===== src/rtl/ddr_event_emulator.sv =====
// ddr_event_emulator: DDR3 page/event stand-in behind the DATAREQ interface.
// Ports:
//   readout_clk, resetn (async, active-low)
//   write side : wr_en, write_page_no -> ddr_full, mem_wr_cnt
//   request    : datareq_start, datareq_re, evt_pkts, pattern_sel
//   reply      : data_ready, last_word, pkts_in_event, data
//   stats      : mem_rd_cnt, word_rd_cnt, drop_cnt
module ddr_event_emulator #(
    parameter int DATA_W      = 64,
    parameter int BLOCK_PKTS  = 64,
    parameter int PKT_WORDS   = 2,
    parameter int WR_PAGE_CYC = 1,
    parameter int EMPTY_HOLD  = 8
) (
    input  logic              readout_clk,
    input  logic              resetn,
    input  logic              wr_en,
    input  logic [31:0]       write_page_no,
    input  logic [15:0]       evt_pkts,
    input  logic [1:0]        pattern_sel,
    input  logic              datareq_start,
    input  logic              datareq_re,
    output logic              ddr_full,
    output logic [31:0]       mem_wr_cnt,
    output logic [31:0]       mem_rd_cnt,
    output logic [31:0]       word_rd_cnt,
    output logic [15:0]       drop_cnt,
    output logic              data_ready,
    output logic              last_word,
    output logic [15:0]       pkts_in_event,
    output logic [DATA_W-1:0] data
);
    localparam int L = DATA_W / 32;

    typedef enum logic [1:0] {W_IDLE, W_RUN, W_FULL} wr_state_t;
    typedef enum logic [2:0] {R_IDLE, R_EMPTY, R_REPLY, R_LAST, R_WRAP} rd_state_t;

    wr_state_t         wr_st_q, wr_st_d;
    rd_state_t         rd_st_q, rd_st_d;
    logic              wr_en_q, start_q;
    logic              full_q, full_d;
    logic [31:0]       plim_q, plim_d;
    logic [31:0]       pcyc_q, pcyc_d;
    logic [31:0]       wcnt_q, wcnt_d;
    logic [31:0]       rcnt_q, rcnt_d;
    logic [31:0]       words_q, words_d;
    logic [15:0]       drop_q, drop_d;
    logic [15:0]       k_q, k_d;
    logic [1:0]        mode_q, mode_d;
    logic [15:0]       page_q, page_d;
    logic [31:0]       w_q, w_d;
    logic [31:0]       wlast_q, wlast_d;
    logic [31:0]       hold_q, hold_d;
    logic [31:0]       n_q, n_d;
    logic [30:0]       lfsr_q, lfsr_d;
    logic [DATA_W-1:0] data_q, data_d;
    logic [15:0]       k_sel;
    logic              wr_edge, start_edge;

    // PRBS-31, x^31 + x^28 + 1, shifting toward the MSB
    function automatic logic [30:0] lfsr_nx(input logic [30:0] s);
        return {s[29:0], s[30] ^ s[27]};
    endfunction

    function automatic logic [30:0] lfsr_adv(input logic [30:0] s);
        logic [30:0] t;
        t = s;
        for (int i = 0; i < L; i++) t = lfsr_nx(t);
        return t;
    endfunction

    function automatic logic [DATA_W-1:0] payload(
        input logic [1:0]  md,
        input logic [31:0] n,
        input logic [31:0] w,
        input logic [15:0] pg,
        input logic [30:0] s
    );
        logic [DATA_W-1:0] r;
        logic [30:0]       t;
        r = '0;
        t = s;
        for (int k = 0; k < L; k++) begin
            case (md)
                2'd0: r[32*k +: 32] = n * 32'(L) + 32'(k);
                2'd1: r[32*k +: 32] = {pg, 16'(w * 32'(L) + 32'(k))};
                2'd2: begin
                    r[32*k +: 32] = {1'b0, t};
                    t = lfsr_nx(t);
                end
                default: r[32*k +: 32] = 32'hDEAD_BEEF;
            endcase
        end
        return r;
    endfunction

    assign wr_edge    = wr_en & ~wr_en_q;
    assign start_edge = datareq_start & ~start_q;
    assign k_sel      = (evt_pkts == 16'd0) ? 16'(BLOCK_PKTS) : evt_pkts;

    // Write FSM; the read side's wrap cycle overrides it
    always_comb begin
        wr_st_d = wr_st_q;
        full_d  = full_q;
        plim_d  = plim_q;
        pcyc_d  = pcyc_q;
        wcnt_d  = wcnt_q;
        case (wr_st_q)
            W_IDLE: begin
                if (wr_edge && write_page_no != 32'd0) begin
                    plim_d  = write_page_no;
                    pcyc_d  = '0;
                    wr_st_d = W_RUN;
                end
            end
            W_RUN: begin
                if (wcnt_q == plim_q) begin
                    full_d  = 1'b1;
                    wr_st_d = W_FULL;
                end else if (wr_en) begin
                    if (pcyc_q == 32'(WR_PAGE_CYC - 1)) begin
                        pcyc_d = '0;
                        wcnt_d = wcnt_q + 32'd1;
                    end else begin
                        pcyc_d = pcyc_q + 32'd1;
                    end
                end
            end
            default: ;
        endcase
        if (rd_st_q == R_WRAP) begin
            full_d  = 1'b0;
            wcnt_d  = '0;
            wr_st_d = W_IDLE;
        end
    end

    // Read FSM and payload generation
    always_comb begin
        rd_st_d = rd_st_q;
        rcnt_d  = rcnt_q;
        words_d = words_q;
        drop_d  = drop_q;
        k_d     = k_q;
        mode_d  = mode_q;
        page_d  = page_q;
        w_d     = w_q;
        wlast_d = wlast_q;
        hold_d  = hold_q;
        n_d     = n_q;
        lfsr_d  = lfsr_q;
        data_d  = data_q;
        if (start_edge && rd_st_q != R_IDLE && drop_q != 16'hFFFF)
            drop_d = drop_q + 16'd1;
        case (rd_st_q)
            R_IDLE: begin
                if (start_edge) begin
                    if (!full_q) begin
                        hold_d  = '0;
                        rd_st_d = R_EMPTY;
                    end else begin
                        rcnt_d  = rcnt_q + 32'd1;
                        k_d     = k_sel;
                        mode_d  = pattern_sel;
                        page_d  = rcnt_q[15:0];
                        w_d     = '0;
                        wlast_d = 32'(k_sel) * 32'(PKT_WORDS) - 32'd1;
                        data_d  = payload(pattern_sel, n_q, 32'd0,
                                          rcnt_q[15:0], lfsr_q);
                        rd_st_d = R_REPLY;
                    end
                end
            end
            R_EMPTY: begin
                if (hold_q == 32'(EMPTY_HOLD - 1)) rd_st_d = R_IDLE;
                else hold_d = hold_q + 32'd1;
            end
            R_REPLY: begin
                if (datareq_re) begin
                    words_d = words_q + 32'd1;
                    if (mode_q == 2'd0) n_d = n_q + 32'd1;
                    if (mode_q == 2'd2) lfsr_d = lfsr_adv(lfsr_q);
                    if (w_q == wlast_q) begin
                        data_d  = '0;
                        rd_st_d = R_LAST;
                    end else begin
                        w_d    = w_q + 32'd1;
                        data_d = payload(mode_q, n_d, w_d, page_q, lfsr_d);
                    end
                end
            end
            R_LAST: rd_st_d = (rcnt_q == plim_q) ? R_WRAP : R_IDLE;
            R_WRAP: begin
                rcnt_d  = '0;
                rd_st_d = R_IDLE;
            end
            default: rd_st_d = R_IDLE;
        endcase
    end

    always_ff @(posedge readout_clk or negedge resetn) begin
        if (!resetn) begin
            wr_st_q <= W_IDLE;
            rd_st_q <= R_IDLE;
            wr_en_q <= 1'b0;
            start_q <= 1'b0;
            full_q  <= 1'b0;
            plim_q  <= '0;
            pcyc_q  <= '0;
            wcnt_q  <= '0;
            rcnt_q  <= '0;
            words_q <= '0;
            drop_q  <= '0;
            k_q     <= '0;
            mode_q  <= '0;
            page_q  <= '0;
            w_q     <= '0;
            wlast_q <= '0;
            hold_q  <= '0;
            n_q     <= '0;
            lfsr_q  <= 31'd1;
            data_q  <= '0;
        end else begin
            wr_st_q <= wr_st_d;
            rd_st_q <= rd_st_d;
            wr_en_q <= wr_en;
            start_q <= datareq_start;
            full_q  <= full_d;
            plim_q  <= plim_d;
            pcyc_q  <= pcyc_d;
            wcnt_q  <= wcnt_d;
            rcnt_q  <= rcnt_d;
            words_q <= words_d;
            drop_q  <= drop_d;
            k_q     <= k_d;
            mode_q  <= mode_d;
            page_q  <= page_d;
            w_q     <= w_d;
            wlast_q <= wlast_d;
            hold_q  <= hold_d;
            n_q     <= n_d;
            lfsr_q  <= lfsr_d;
            data_q  <= data_d;
        end
    end

    assign ddr_full      = full_q;
    assign mem_wr_cnt    = wcnt_q;
    assign mem_rd_cnt    = rcnt_q;
    assign word_rd_cnt   = words_q;
    assign drop_cnt      = drop_q;
    assign data_ready    = (rd_st_q == R_EMPTY) || (rd_st_q == R_REPLY) ||
                           (rd_st_q == R_LAST);
    assign last_word     = (rd_st_q == R_LAST);
    assign pkts_in_event = ((rd_st_q == R_REPLY) || (rd_st_q == R_LAST)) ? k_q : 16'd0;
    assign data          = data_q;
endmodule


===== config.mk =====
export PLATFORM = sky130hd
export DESIGN_NAME = ddr_event_emulator
export DESIGN_NICKNAME = d
export VERILOG_FILES = /design/src/rtl/ddr_event_emulator.sv
export SDC_FILE = /design/constraint.sdc
export NUM_CORES = 1
export LEC_CHECK = 0
export CORE_MARGIN = 10
export CORE_UTILIZATION = 58
export DETAILED_ROUTE_END_ITERATION = 7
export GPL_ROUTABILITY_DRIVEN = 0
export PLACE_DENSITY = 0.81
export SLEW_MARGIN = 20
export SYNTH_ARGS = -nofsm -noshare
export SYNTH_HDL_FRONTEND = slang
export SYNTH_SLANG_ARGS = --single-unit

===== constraint.sdc =====
create_clock -name readout_clk -period 3 [get_ports readout_clk]
set_clock_uncertainty 0.15 [all_clocks]
set_input_delay 0.45 -clock readout_clk [delete_from_list [all_inputs] [get_ports readout_clk]]
set_output_delay 0.45 -clock readout_clk [all_outputs]
set_load 0.05 [all_outputs]

==> qor.yml <==
yosysMostFrequentCell: "dfrtp_1"
io_buffers: 249
dp_hpwl_um: 53900
h-tree-depth: 2
cp-start-kind: "flip-flop"
wl_per_cell_um: 21.6
setup_viol: 0
ys.flop_type: "dfrtp_1"
hold_viol: 0
grt_max_degree: 77
rsz0062_at_grt: "no"
synth.avg_cell_area_um2: 8.77
grt_pass1_wl_um: 121000
final_nets: 2981
drv_slew: 0
area_delta_synth_final_pct: 22.9
synthTopCellsByCount: "dfrtp_1, nand2_1, nor2_1"
syn_inst: 2669
design_area_um2: 28700
worstPathMaxFanout: 15
die_h_um: 221
start_util_pct: 58.8
fmax_mhz: 351
max-slew-margin-rel_pct: 48.2
yosysTopAreaCell: "dfrtp_1"
die_area_um2: 48800
cts_buffers: 46
holdWs_ps: 146
setup_tns_ps: 0
syn_nets: 2735
drive_above_1_share_pct: 9.49
core_area_um2: 39800
grt_pass1_vias: 21900
cts-resized-gates: 0
ys_ff_latch: 425
synth_edf_count: 0
fillCellCount: 2951
worstSkewPairLatency_ps: 590
dpl_cell_area_um2: 27100
ioPinCount: 250
synth_top_cell_area_share_pct: 45.3
cp.required_ps: 3350
path_clk_slew_ps: 70
totalPowerFinal_w: 0.0140
vias: 22200
ys_types: 81
antenna_found_initial: 1
layout_setup_ws_ps: 148
post-route-period-util_pct: 95.1
cts-root-buf: "clkbuf_16"
synth_area_um2: 23400
drv_cap: 0
arrival_ps: 3200
post-route-min-period_ps: 2850
regArea_um2: 10600
vdd_drop_max_v: 0.000424
pwr_density_cell_nw_per_um2: 486
worstMarginPinSlew_ps: 775
p_leak_nw: 12.3
numClockSinks: 425
cts_tree: "built"
hp-class: "primary input to flip-flop"
routed_via_density: 6.40
ys_seq_area_share_pct: 45.5
status: "completed"
multi_input_area_um2: 11900
synthArstFlopShare_pct: 100
totalWireLength_um: 75000
yosysWarnings: 0
cts_buffer_depth: 3
grt_usage_pct: 29.6
fp.dieW_um: 221
core.rowCount: 73
synth_top_cells_by_area: "dfrtp_1, nand2_1, xnor2_1"
dr.pass1.iters: 8
critPathCaptureType: "flip-flop"
drc: 0
ant_nets: 0
place_ws_ps: 101
grt_remaining_overflow: 0
drt_iter0_drc: 2872
critical_path_class: "flip-flop to flip-flop"
[what timing repair did]
| action | in CTS | in global routing |
|---|---|---|
| hold endpoints to repair | 58 | 0 |
| hold buffers | 1 | 0 |
| endpoints found under the setup margin | 0 | 7 |
| buffers inserted | 0 | 4 |
[metrics by stage]
step | utilization [%] | cells
global placement | 67.9 | 3387
floorplan | - | 2669
CTS | 72.1 | 3472
detailed placement | 67.9 | 3387
global route | 72.2 | 3477
finish | 72.2 | 3477
[flip-flops by register name, summed over array words and instances (netlist names)]
| signal | cells |
|---|---|
| w_q | 32 |
| rd_st_q | 3 |
| n_q | 31 |
| word_rd_cnt | 32 |
| wr_en_q | 1 |
| pcyc_q | 32 |
| mode_q | 2 |
| drop_cnt | 16 |
| k_q | 16 |
| page_q | 16 |
| wr_st_q | 2 |
| mem_rd_cnt | 32 |
| hold_q | 32 |
| lfsr_q | 31 |
| mem_wr_cnt | 32 |
| wlast_q | 18 |
| plim_q | 32 |
| ddr_full | 1 |
| start_q | 1 |
| data | 63 |
[routing by layer]
| layer | share of wire, % | GRT usage [%] | vias up |
|---|---|---|---|
| li1 | - | - | 9931 |
| met1 | 39 | 37.5 | 10700 |
| met2 | 45 | 46.1 | 1365 |
| met3 | 12 | 9.14 | 239 |
| met4 | 4.4 | 12.6 | 0 |
| met5 | 0 | 0 | - |
[critical path, stage by stage (launching register included)]
cell and delay, ps:
dfrtp_1 460, ha_1 280, nand3_1 230, nor4_2 300, buf_4 260, nand4_1 130
a311oi_1 650, nor2_1 130, o21ai_0 170
[power by group]
part	switching, W	internal, W	total, W
clock network	0.00245	0.00377	0.00622
logic	0.00108	0.000573	0.00165
registers	0.000226	0.00588	0.00610
[final timing paths]
check                               startpoint                      end  slack [ps]  cells after the start
max in group asynchronous               resetn   lfsr_q[14]$_DFFE_PN0P_        1510                      3
min in group asynchronous               resetn  wlast_q[11]$_DFFE_PN0P_         270                      2
max                         n_q[1]$_DFFE_PN0P_     data[61]$_DFFE_PN0P_         150                      8
min reg2reg                k_q[13]$_DFFE_PN0P_      k_q[13]$_DFFE_PN0P_         320                      2
min                             pattern_sel[0]    mode_q[0]$_DFFE_PN0P_         150                      3
max reg2reg                 n_q[1]$_DFFE_PN0P_     data[61]$_DFFE_PN0P_         150                      8
[layout by cell type, fill, tap and decap left out, types with 18 or more instances in the layout]
cell type	n
and4_1	24
dfrtp_1	424
clkdlybuf4s50_1	228
o31ai_1	53
o21ai_0	194
or3_1	34
nor2_1	246
buf_4	111
nor4_1	52
nand3_1	98
o211ai_1	21
nand2_1	386
or4_1	21
and3_1	41
a21oi_1	159
xnor2_1	159
and2_1	36
a31oi_1	32
inv_1	51
clkbuf_16	46
buf_12	27
nand4_1	77
nor3_1	47
xor2_1	90
nand2b_1	18
a211oi_1	21
mux2_2	19
[kinds of logic after synthesis]
group / after synthesis / synth area share, %
compound gates: 586 / 15.2
xor+xnor: 249 / 9.32
fa+ha+maj: 11 / 0.588
buf+inv: 224 / 3.84
flops: 425 / 45.5
mux: 36 / 1.64
simple gates: 1138 / 23.9
[cell type report]
type / instances / area share (%)
Multi-Input combinational cell: 2020 / 41.4
Inverter: 52 / 0.679
Sequential cell: 425 / 37.0
Antenna cell: 1 / 0.00870
Timing Repair Buffer: 370 / 12.8
Clock inverter: 27 / 1.35
Clock buffer: 57 / 4.39
Tap cell: 525 / 2.28
No activity file was read; power rests on OpenSTA's default activity.
==> RTL edit (same flow settings) <==
Register the output `drop_cnt` once more, with the module's reset; this adds one clock of latency there. The other outputs are not delayed to match.
--- a/src/rtl/ddr_event_emulator.sv
+++ b/src/rtl/ddr_event_emulator.sv
@@ -250,3 +250,9 @@
     assign word_rd_cnt   = words_q;
-    assign drop_cnt      = drop_q;
+    always_ff @(posedge readout_clk or negedge resetn) begin
+        if (!resetn) begin
+            drop_cnt <= '0;
+        end else begin
+            drop_cnt <= drop_q;
+        end
+    end
     assign data_ready    = (rd_st_q == R_EMPTY) || (rd_st_q == R_REPLY) ||
Function: changed (a bounded check fails within 4 cycles, from zero or initial values and one cycle with resetn low).
==> RTL edit against the unedited design <==
  * Area after synthesis up 2.6%
  * Cell area rose by 1.1%
  * Sequential cell count is 16 higher
  * Wire length is 0.17% lower
  * Die area increased by 2.3%
  * Total power shrank 3.8%
  * Sequential share of layout area is 0.96 points higher
  * Setup slack lost 0.056 ns
  * Largest cell class unchanged
==> RTL edit: results (changes against the unedited design) <==
* Max VDD drop at 0.000410 V (was 0.000424 V)
* Xor/xnor cell area share of the yosys netlist at 0.0858 (was 0.0932)
* Share of layout cells above drive strength 1 at 0.0992 (was 0.0949)
* Pin count of the biggest net entering global routing at 94 (was 77)
* Status: complete, no violations (unchanged)
* Avg Inst Size Synth at 9.17 um2 (was 8.77 um2)
* Initial drt markers at 3117 (was 2872)
* First-pass iteration count of the detailed router at 8 (unchanged)
* Syn_nets at 2683 (was 2735)
* Largest register FFs at 63 (unchanged)
* Synthesized-area fraction occupied by adder cells at 0.00573 (was 0.00588)
* Post-CTS setup buffer count at 0 (unchanged)
* Rel. slew slack at 0.386 (was 0.482)
* First-pass GRT wire length at 119 mm (was 121 mm)
* Root buf cell: clkbuf_16 (unchanged)
* Initial antenna violation count at 1 (unchanged)
* # nets final at 2914 (was 2981)
* Synth Area in Compound Gates at 0.154 (was 0.152)
* CTS max path bufs at 3 (unchanged)
* Clock Latency Late Sink at 0.61 ns (was 0.59 ns)
* Routed len/inst at 21.9 um (was 21.6 um)
* Filler cells at 2902 (was 2951)
* Synth area leaders: dfrtp_1 (46%), xnor2_1 (5.3%), nand2_1 (4.6%), a21oi_1 (3.3%), nor2_1 (3.3%) (was dfrtp_1 (45%), nand2_1 (6.2%), xnor2_1 (6.0%), o21ai_0 (4.1%), nor2_1 (3.9%))
* Via-to-Cell Ratio at 6.51 (was 6.40)
* GR Util All Layers at 0.291 (was 0.296)
* Worst min path class: in2async (was in2reg)
* Post-DP HPWL at 53.7 mm (was 53.9 mm)
* Port Buffers at 249 (unchanged)
* CP max FO at 13 (was 15)
* Post-Layout Cell Count at 3417 (was 3477)
* Num CTS Buffers at 47 (was 46)
* Sequential area share after synthesis at 0.460 (was 0.455)
* Critical Path AT at 3.28 ns (was 3.20 ns)
* Clock slew at reported path FFs at 0.06 ns
* Leakage dissipation at 12.3 nW (about the same)
* Fraction of registers with async set/reset at 1.00 (unchanged)
* Post-synth top cells: dfrtp_1 (440), nand2_1 (297), nor2_1 (212) (was dfrtp_1 (424), nand2_1 (387), nor2_1 (246))
* Net Sw Frac at 0.260 (was 0.269)
* Multiplexer share of the synthesized area at 0.0368 (was 0.0164)
* Placed Cells at 3330 (was 3387)
* H-Tree Depth at 2 (unchanged)
* Vias in the first global route at 21600 (was 21900)
* Top FF cell, synth: dfrtp_1 (unchanged)
* Synth warn at 0 (unchanged)
* Post-synthesis cell type count at 88 (was 81)
RTL edit: per-stage QoR:
stage          setup slack, ns  power (mW)  area, um2   util
6_report                0.0917        13.4      29100  0.712
3_3_place_gp             0.147        7.64      27500  0.674
3_5_place_dp            0.0949        7.69      27500  0.674
4_1_cts                  0.117        13.5      29100  0.712
2_1_floorplan            0.335        7.13      24000      -
5_1_grt                 0.0300        13.9      29100  0.712
RTL edit: power groups by stage:
| stage | registers (mW) | clock network [mW] | logic [mW] |
|---|---|---|---|
| after global routing | 6.37 | 6.10 | 1.39 |
| after global placement | 6.42 | 0 | 1.22 |
| after floorplan | 6.47 | 0 | 0.661 |
| after detailed placement | 6.44 | 0 | 1.25 |
| after CTS | 6.33 | 5.88 | 1.27 |
| final | 6.34 | 5.83 | 1.27 |
RTL edit: timing repair:
action                                  4_1_cts  5_1_grt
hold buffers                                  1        0
resized for setup                             0        2
hold endpoints to repair                    429        0
endpoints found under the setup margin        0        2
RTL edit: cell families after synthesis:
kind of cell             Yosys count
multiplexers                      81
AND/OR/NAND/NOR                 1053
XOR/XNOR                         235
buffers and inverters            215
AO/OA/AOI/OAI                    581
flip-flops                       441
adder cells (fa/ha/maj)           11
RTL edit: worst paths after layout:
check | startpoint | cells after the start | to | slack, ns
worst min register to register | drop_q[1] | 0 | drop_cnt[1] | 0.28
worst min-delay path | resetn | 2 | n_q[5] | 0.14
worst max-delay path | w_q[5] | 7 | data[51] | 0.09
worst max register to register | w_q[5] | 7 | data[51] | 0.09
max in group asynchronous | resetn | 3 | drop_cnt[6] | 1.74
min in group readout_clk | pattern_sel[0] | 3 | mode_q[0] | 0.20
RTL edit: area by class of cell:
type                       count  share of cell area
clock buffer                  78              0.0497
inverter                      53             0.00684
antenna                        1           0.0000861
timing repair buffer         344               0.121
tap                          532              0.0229
sequential                   441               0.380
clock inverter                 7             0.00280
multi-input combinational   1961               0.418
RTL edit: metal layers:
| layer | track usage | share of wire | vias to the layer above |
|---|---|---|---|
| li1 | - | - | 9915 |
| met1 | 0.388 | 0.40 | 10800 |
| met2 | 0.453 | 0.46 | 1322 |
| met3 | 0.0705 | 0.11 | 234 |
| met4 | 0.103 | 0.038 | 0 |
| met5 | 0 | 0 | - |
RTL edit: worst max-delay path: stages (launching register included):
cell and delay [ns]:
dfrtp_1 0.60, xor2_1 0.26, nor4_1 0.13, o2111a_1 0.18, a21oi_2 0.72, buf_4 0.33
o221ai_1 0.22, o21ai_0 0.23
